## config.mk

```make
export PLATFORM = sky130hd
export DESIGN_NAME = int_controller
export DESIGN_NICKNAME = d
export VERILOG_FILES = /design/src/rtl/icu_pkg.sv /design/src/rtl/icu_arbiter.sv /design/src/rtl/int_controller.sv
export SDC_FILE = /design/constraint.sdc
export NUM_CORES = 1
export LEC_CHECK = 0
export ABC_AREA = 1
export BUFFER_PORTS_ARGS = -buffer_cell sky130_fd_sc_hd__buf_2
export CAP_MARGIN = 20
export CORE_AREA = 4 4 80 82
export CTS_CLUSTER_SIZE = 8
export DETAILED_ROUTE_END_ITERATION = 10
export DIE_AREA = 0 0 84 86
export GPL_TIMING_DRIVEN = 0
export HOLD_SLACK_MARGIN = 0.06
export PLACE_DENSITY = 0.77
export RECOVER_POWER = 50
export SLEW_MARGIN = 20
export SYNTH_ARGS = -nofsm -noshare
export SYNTH_HDL_FRONTEND = slang
export SYNTH_SLANG_ARGS = --single-unit
```

## constraint.sdc

```tcl
create_clock -name clk -period 1.7 [get_ports clk]
set_clock_uncertainty 0.1 [all_clocks]
set_input_delay 0.085 -clock clk [delete_from_list [all_inputs] [get_ports clk]]
set_output_delay 0.085 -clock clk [all_outputs]
set_load 0.1 [all_outputs]
```

## src/rtl/icu_pkg.sv

```systemverilog
// Shared constants and state encoding for the interrupt controller.
package icu_pkg;

  localparam int N_IRQ_DEF      = 6;
  localparam int CAUSE_BASE_DEF = 16;
  localparam int MCAUSE_INT_BIT = 31;

  typedef enum logic [1:0] {
    ST_IDLE    = 2'd0,
    ST_ENTER   = 2'd1,
    ST_HANDLER = 2'd2,
    ST_EXIT    = 2'd3
  } icu_state_e;

endpackage

```

## src/rtl/icu_arbiter.sv

```systemverilog
// Combinational winner selection over enabled pending requests.
// Macro ICU_RR_ARB_EN selects round-robin; otherwise fixed lowest-index priority.
module icu_arbiter
  import icu_pkg::*;
#(
  parameter int N_IRQ = N_IRQ_DEF,
  parameter int ID_W  = (N_IRQ > 1) ? $clog2(N_IRQ) : 1
) (
  input  logic [N_IRQ-1:0] req,
  input  logic [ID_W-1:0]  rr_ptr,
  output logic             valid,
  output logic [ID_W-1:0]  id
);

`ifdef ICU_RR_ARB_EN
  // Walk the ring starting at rr_ptr; the first hit wins.
  always_comb begin
    int idx;
    valid = 1'b0;
    id    = '0;
    idx   = 0;
    for (int k = 0; k < N_IRQ; k++) begin
      idx = (int'(rr_ptr) + k) % N_IRQ;
      if (!valid && req[idx]) begin
        valid = 1'b1;
        id    = ID_W'(idx);
      end
    end
  end
`else
  logic unused_rr_ptr;
  assign unused_rr_ptr = ^rr_ptr;

  // Scan downwards so the lowest set index is the last assignment.
  always_comb begin
    valid = 1'b0;
    id    = '0;
    for (int i = N_IRQ - 1; i >= 0; i--) begin
      if (req[i]) begin
        valid = 1'b1;
        id    = ID_W'(i);
      end
    end
  end
`endif

endmodule

```

## src/rtl/int_controller.sv

```systemverilog
// Interrupt controller: edge capture, masking, arbitration and trap entry/exit sequencing.
// Arbitration policy chosen by ICU_RR_ARB_EN in icu_arbiter.
//
// state   | meaning
// IDLE    | waiting for an enabled pending request while core_rdy is high
// ENTER   | trap entry cycle: int_o, en_mepc strobes; mepc/mcause written
// HANDLER | handler running; only mret advances, new edges just pend
// EXIT    | int_rst pulse to serviced source; its pending bit clears
module int_controller
  import icu_pkg::*;
#(
  parameter int N_IRQ      = N_IRQ_DEF,
  parameter int CAUSE_BASE = CAUSE_BASE_DEF
) (
  input  logic             clk,
  input  logic             rst,
  input  logic [N_IRQ-1:0] int_i,
  input  logic [N_IRQ-1:0] mie,
  input  logic             core_rdy,
  input  logic             mret,
  input  logic [31:0]      pc,
  output logic             int_o,
  output logic             en_mepc,
  output logic [31:0]      mepc_csr,
  output logic [31:0]      mcause,
  output logic [N_IRQ-1:0] int_rst,
  output logic             busy
);

  localparam int ID_W = (N_IRQ > 1) ? $clog2(N_IRQ) : 1;

  icu_state_e       state;
  logic [N_IRQ-1:0] int_q;
  logic [N_IRQ-1:0] pend;
  logic [N_IRQ-1:0] rise;
  logic [N_IRQ-1:0] clr_mask;
  logic [ID_W-1:0]  id;
  logic [ID_W-1:0]  rr_ptr;
  logic             arb_valid;
  logic [ID_W-1:0]  arb_id;
  logic [30:0]      cause_code;

  assign rise       = int_i & ~int_q;
  assign clr_mask   = (state == ST_EXIT) ? (N_IRQ'(1) << id) : '0;
  assign cause_code = 31'(CAUSE_BASE) + 31'(arb_id);

  icu_arbiter #(
    .N_IRQ (N_IRQ),
    .ID_W  (ID_W)
  ) u_arbiter (
    .req    (pend & mie),
    .rr_ptr (rr_ptr),
    .valid  (arb_valid),
    .id     (arb_id)
  );

  // A fresh edge in the EXIT cycle survives the clear of the same bit.
  always_ff @(posedge clk) begin
    if (rst) begin
      int_q <= '0;
      pend  <= '0;
    end else begin
      int_q <= int_i;
      pend  <= (pend & ~clr_mask) | rise;
    end
  end

  always_ff @(posedge clk) begin
    if (rst) begin
      state    <= ST_IDLE;
      id       <= '0;
      rr_ptr   <= '0;
      int_o    <= 1'b0;
      en_mepc  <= 1'b0;
      mepc_csr <= '0;
      mcause   <= '0;
      int_rst  <= '0;
      busy     <= 1'b0;
    end else begin
      int_o   <= 1'b0;
      en_mepc <= 1'b0;
      int_rst <= '0;
      case (state)
        ST_IDLE: begin
          if (arb_valid && core_rdy) begin
            state    <= ST_ENTER;
            id       <= arb_id;
            int_o    <= 1'b1;
            en_mepc  <= 1'b1;
            mepc_csr <= pc;
            mcause   <= {1'b1, cause_code};
            busy     <= 1'b1;
          end
        end
        ST_ENTER: begin
          state  <= ST_HANDLER;
          rr_ptr <= (int'(id) == N_IRQ - 1) ? '0 : id + 1'b1;
        end
        ST_HANDLER: begin
          if (mret) begin
            state   <= ST_EXIT;
            int_rst <= N_IRQ'(1) << id;
            busy    <= 1'b0;
          end
        end
        ST_EXIT: begin
          state <= ST_IDLE;
        end
        default: state <= ST_IDLE;
      endcase
    end
  end

endmodule

```

Word-level counts from Yosys, hierarchy flattened
Cells that the tools add are included.
- add/sub/neg operators: 1
- shifts and indexed selects: 1
- eq/ne operators: 5
- bitwise logic cells: 9
- reductions and logical operators: 8
- multiplexer cells: 20
- operators by type and width (cell ; number):
    bitwise AND 6 bit ; 3
    2-to-1 mux 3 bit ; 6
    NOT 6 bit ; 2
    2-to-1 mux 1 bit ; 9
    one-hot mux 2 bit (4 select lines) ; 1
    adder 5 x 3 -> 6 bit, first input constant ; 1
    2-to-1 mux 6 bit ; 1
    bitwise OR 6 bit ; 1
    << shifter 1 x 3 -> 6 bit, first input constant ; 1
    == test 2 bit, second input constant ; 2
    2-to-1 mux 2 bit ; 2
    != test 2 bit, second input constant ; 2
    AND reduction 2 bit ; 2
    NOT 1 bit ; 3
    AND reduction 3 bit ; 1
    OR reduction 3 bit ; 1
    == test 2 x 1 -> 1 bit, second input constant ; 1
    logical NOT 2 bit ; 1
    one-hot mux 1 bit (2 select lines) ; 1
    nonzero test 2 bit ; 1
    OR reduction 2 bit ; 1
    logical AND 1 bit ; 1
- bits of input ports: 48
- logic and storage cells: 53
- flip-flop bits (word level): 89

Depth between registers and ports, before layout
- depth after elaboration: 10
- mapped depth: 9
- gate-level depth less buffers: 9

Cells and area by module
Synthesis repeated with hierarchy kept, for this count alone.
- cell total of the unflattened synthesis: 341
- area total of the unflattened synthesis: 2819.0 µm²
- by module, submodules not included (module ; cells each ; area an instance (µm²) ; seq. area each (µm²) ; times used):
    int_controller ; 326 ; 2746.4 ; 1221.2 ; 1
    icu_arbiter ; 15 ; 72.6 ; 0.0 ; 1

Worst setup path before layout
No wires, ideal clock.
- path type: reg-to-reg
- start: register id[1]
- end: register pend[1]
- required time: 1.525 ns
- cell stages (with the launch flop): 5
- library setup time: 0.075 ns
- period minus slack after synthesis: 1.685 ns
- setup slack: 0.015 ns
- arrival time: 1.510 ns
- buffers on the path: 0
- cell sequence: dfxtp_1 inv_1 nand3_1 o21ai_0 o22ai_1
- longest elaborated chain between the ends: 5
- RTL lines (item ; RTL line ; RTL):
    start: declaration ; int_controller.sv:37 ; logic [ID_W-1:0] id;
    start signal: assignment ; int_controller.sv:87 ; id <= arb_id;
    << shifter 1 x 3 -> 6 bit ; int_controller.sv:44 ; assign clr_mask = (state == ST_EXIT) ? (N_IRQ'(1) << id) : '0;
    2-to-1 mux 6 bit ; int_controller.sv:44 ;
    NOT 6 bit ; int_controller.sv:64 ; pend <= (pend & ~clr_mask) | rise;
    bitwise AND 6 bit ; int_controller.sv:64 ;
    bitwise OR 6 bit ; int_controller.sv:64 ;
    end signal: assignment ; int_controller.sv:64 ;
    end: declaration ; int_controller.sv:34 ; logic [N_IRQ-1:0] pend;
Every way passes these cells.
A chain may end at the register's enable or synchronous reset.

Worst setup path in the final report
- start: register state[0]
- end: register mepc_csr[18]
- longest elaborated chain between the ends: 2
- RTL lines (item ; RTL line ; RTL):
    start: declaration ; int_controller.sv:32 ; icu_state_e state;
    start signal: assignment ; int_controller.sv:70 ; state <= ST_IDLE;
    start signal: assignment ; int_controller.sv:86 ; state <= ST_ENTER;
    start signal: assignment ; int_controller.sv:96 ; state <= ST_HANDLER;
    logical NOT 2 bit ; int_controller.sv:83 ; case (state)
    AND reduction 2 bit (no source line) ; -- ;
    end signal: assignment ; int_controller.sv:90 ; mepc_csr <= pc;
    end: declaration ; int_controller.sv:24 ; output logic [31:0] mepc_csr,
Every way passes these cells.

==> out/metrics.cfg <==
[outcome]
run_status = complete, no violations

[grt]
overflow = 0
grt_max_degree = 11
grt_pass1_vias = 2536
antenna_found_initial = 0
grt_pass1_wl_um = 11400
grt.total_usage = 0.197

[synth]
synth-warning-count = 0
synth_compound_area_frac = 0.115
synthDistinctLibCells = 24
synth_adder_area_share = 0.0198
ys_seq_elements = 58
seq_area_frac_synth = 0.459
mappedNetlistArea_um2 = 2530
synthSimpleGateAreaFrac = 0.246
yosys.area.top_type = dfxtp_1
synth_area_leaders = dfxtp_1, buf_4, nand4_1, nand2_1, a21oi_1
synth_top_family_by_area = simple AND/OR/NAND/NOR gates
synth_cells = 304
synth.top_cell.area_share = 0.459
syn_avg_cell_area_um2 = 8.32
synthXorXnorAreaFrac = 0
yosys-mux-area-fraction = 0

[placement]
port_buffers = 92
dp_hpwl_um = 4710
post-place-ws_ps = 58.5
gp_congestion = 0.831

[critical_path]
crit_path_max_incr_delay_ps = 330
path_max_fanout = 10
start_kind = flip-flop
r2r_slack_ps = 170
reg2reg_depth = 6
crit_family = buffers and inverters
endpoint = mepc_csr[18]
worst_path_max_delay_cell = dfxtp_1
crit_chain = inv_1 -> ha_1 -> buf_2 -> clkbuf_2 -> nand4_1 -> a21oi_2
crit_type = flip-flop to flip-flop
worstSetupPathDepth = 6
regToRegStartpoint = state[0]
cp-end-kind = flip-flop
r2r_end = mepc_csr[18]
crit_arrival_ps = 1690
cp_data_required_time_ps = 1860
critPathLaunch = state[0]
critical_path_buf_inv_count = 3

[pwr]
power_density_nw_per_um2 = 1420
clkPwrFrac = 0.222
comb_power_share = 0.473
p_switching_mw = 2.59
p_leak_nw = 1.84
cellInternalPower_mw = 2.82
switching_share = 0.479
peakVddDrop_v = 0.00105
seqPwrFrac = 0.304

[floorplanning]
die-area_um2 = 7220
start_util = 0.440
coreArea_um2 = 5750
die_h_um = 86
num_rows = 28
die_w_um = 84
ios = 121

[cts]
path_clk_slew_ps = 60
insertion_delay_ps = 320
clk_path_buf_depth = 2
cts_tree = done
root_buffer = clkbuf_8
cts_max_level = 3
cts_buffers = 9
cts.sinks = 58

[cells_and_area]
layout_common_cells = buf_2, dfxtp_1, nand2_1
drive_gt1_frac = 0.355
n_fill_cell = 508
final_common_cell = buf_2
num_antenna_cells = 0
nNetsFinal = 530
area_growth_syn_to_layout_pct = 51.1

[sta]
setup_tns_ps = 0
final-setup-viol-count = 0
tightestPinTransition_ps = 560
period_minus_slack_ps = 1530
final-hold-violation-count = 0
worst_slack_ps = 170
slew_headroom = 0.628
slew_violations = 0
fmax_mhz = 653
rsz0062_at_grt = no
period_share = 0.900

[routing]
drt_iter0_markers = 76
viasPerCell = 4.74
ant_nets = 0
routedWlPerCell_um = 12.8
dr.pass1.iters = 4
routed_wl_um = 7110
drc = 0
via_count = 2640

[hold_path]
min_path_type = primary input to flip-flop

[flow_run]
drv_cap = 0

-- stage by stage --
step                 util  area [um2]  power, mW  cells  hold slack [ps]
floorplan               -        2630       3.74    330              101
CTS                 0.664        3820       5.43    557             73.9
detailed placement  0.554        3180       4.13    497              199
global placement    0.554        3180       4.10    497              193
finish              0.665        3820       5.41    557             86.3
global route        0.665        3820       5.65    557              126
-- worst reg2reg max path: stages (launching register included) --
cell and delay [ps]:
dfxtp_1 330, inv_1 110, ha_1 140, buf_2 210, clkbuf_2 250, nand4_1 160
a21oi_2 170
-- synth_stat cells --
cell type / count
nand2_1: 51
nor2_1: 13
nand3_1: 11
a21oi_1: 25
nand4_1: 34
buf_4: 29
dfxtp_1: 58
ha_1: 4
buf_8: 1
clkbuf_1: 5
buf_2: 7
buf_6: 2
nand3_4: 1
buf_1: 4
o21bai_1: 1
nor2_4: 1
o22ai_1: 5
conb_1: 1
nand2_2: 11
a21oi_2: 10
nor4_1: 1
nand2_4: 1
o21ai_0: 8
inv_1: 20
-- power by group through the flow --
| stage | clock, mW | sequential, mW | combinational (mW) |
|---|---|---|---|
| final | 1.20 | 1.65 | 2.56 |
| after global routing | 1.28 | 1.66 | 2.71 |
| after CTS | 1.23 | 1.64 | 2.55 |
| after detailed placement | 0 | 1.67 | 2.47 |
| after global placement | 0 | 1.66 | 2.44 |
| after floorplan | 0 | 2.59 | 1.15 |
-- sequential cells by signal, indices dropped and copies added, names as in the netlist --
name      cells
mcause        2
en_mepc       1
pend          6
busy          1
mepc_csr     32
state         2
int_rst       6
id            2
int_q         6
-- layout make-up --
| cell class | count | area, um2 | area share |
|---|---|---|---|
| inverter | 20 | 75.1 | 0.0197 |
| tap | 75 | 93.8 | 0.0246 |
| sequential | 58 | 1160 | 0.304 |
| clock buffer | 12 | 145 | 0.0380 |
| clock inverter | 3 | 40.0 | 0.0105 |
| multi-input combinational | 204 | 1070 | 0.279 |
| timing repair buffer | 137 | 911 | 0.238 |
| buffer | 48 | 328 | 0.0858 |
-- cells by family after synthesis --
| logic type | Yosys count |
|---|---|
| adder cells (fa/ha/maj) | 4 |
| flip-flops | 58 |
| AO/OA/AOI/OAI | 49 |
| AND/OR/NAND/NOR | 124 |
| buffers and inverters | 68 |
| other | 1 |
-- worst min path at each step --
stage | slack [ps] | depth (start not counted) | to | from
2_1_floorplan | 100 | 2 | int_q[0] | int_i[0]
3_3_place_gp | 190 | 3 | int_q[2] | int_i[2]
3_5_place_dp | 200 | 3 | int_q[0] | int_i[0]
4_1_cts | 70 | 5 | mcause[2] | mie[4]
5_1_grt | 130 | 4 | pend[5] | rst
6_report | 90 | 5 | mcause[2] | mie[4]
-- metal layers --
metal  global-route usage  routed length, um
met1                0.218               2830
met2                0.345               3650
met3               0.0432                408
met4                0.118                216
met5                    0                  0
-- repair_timing --
| item | in CTS | in global routing |
|---|---|---|
| endpoints found under the hold margin | 49 | 0 |
| buffers inserted | 0 | 0 |
| endpoints found under the setup margin | 0 | 25 |
| resized for setup | 0 | 5 |
| hold buffers | 45 | 0 |
No activity file was read; power rests on OpenSTA's default activity.
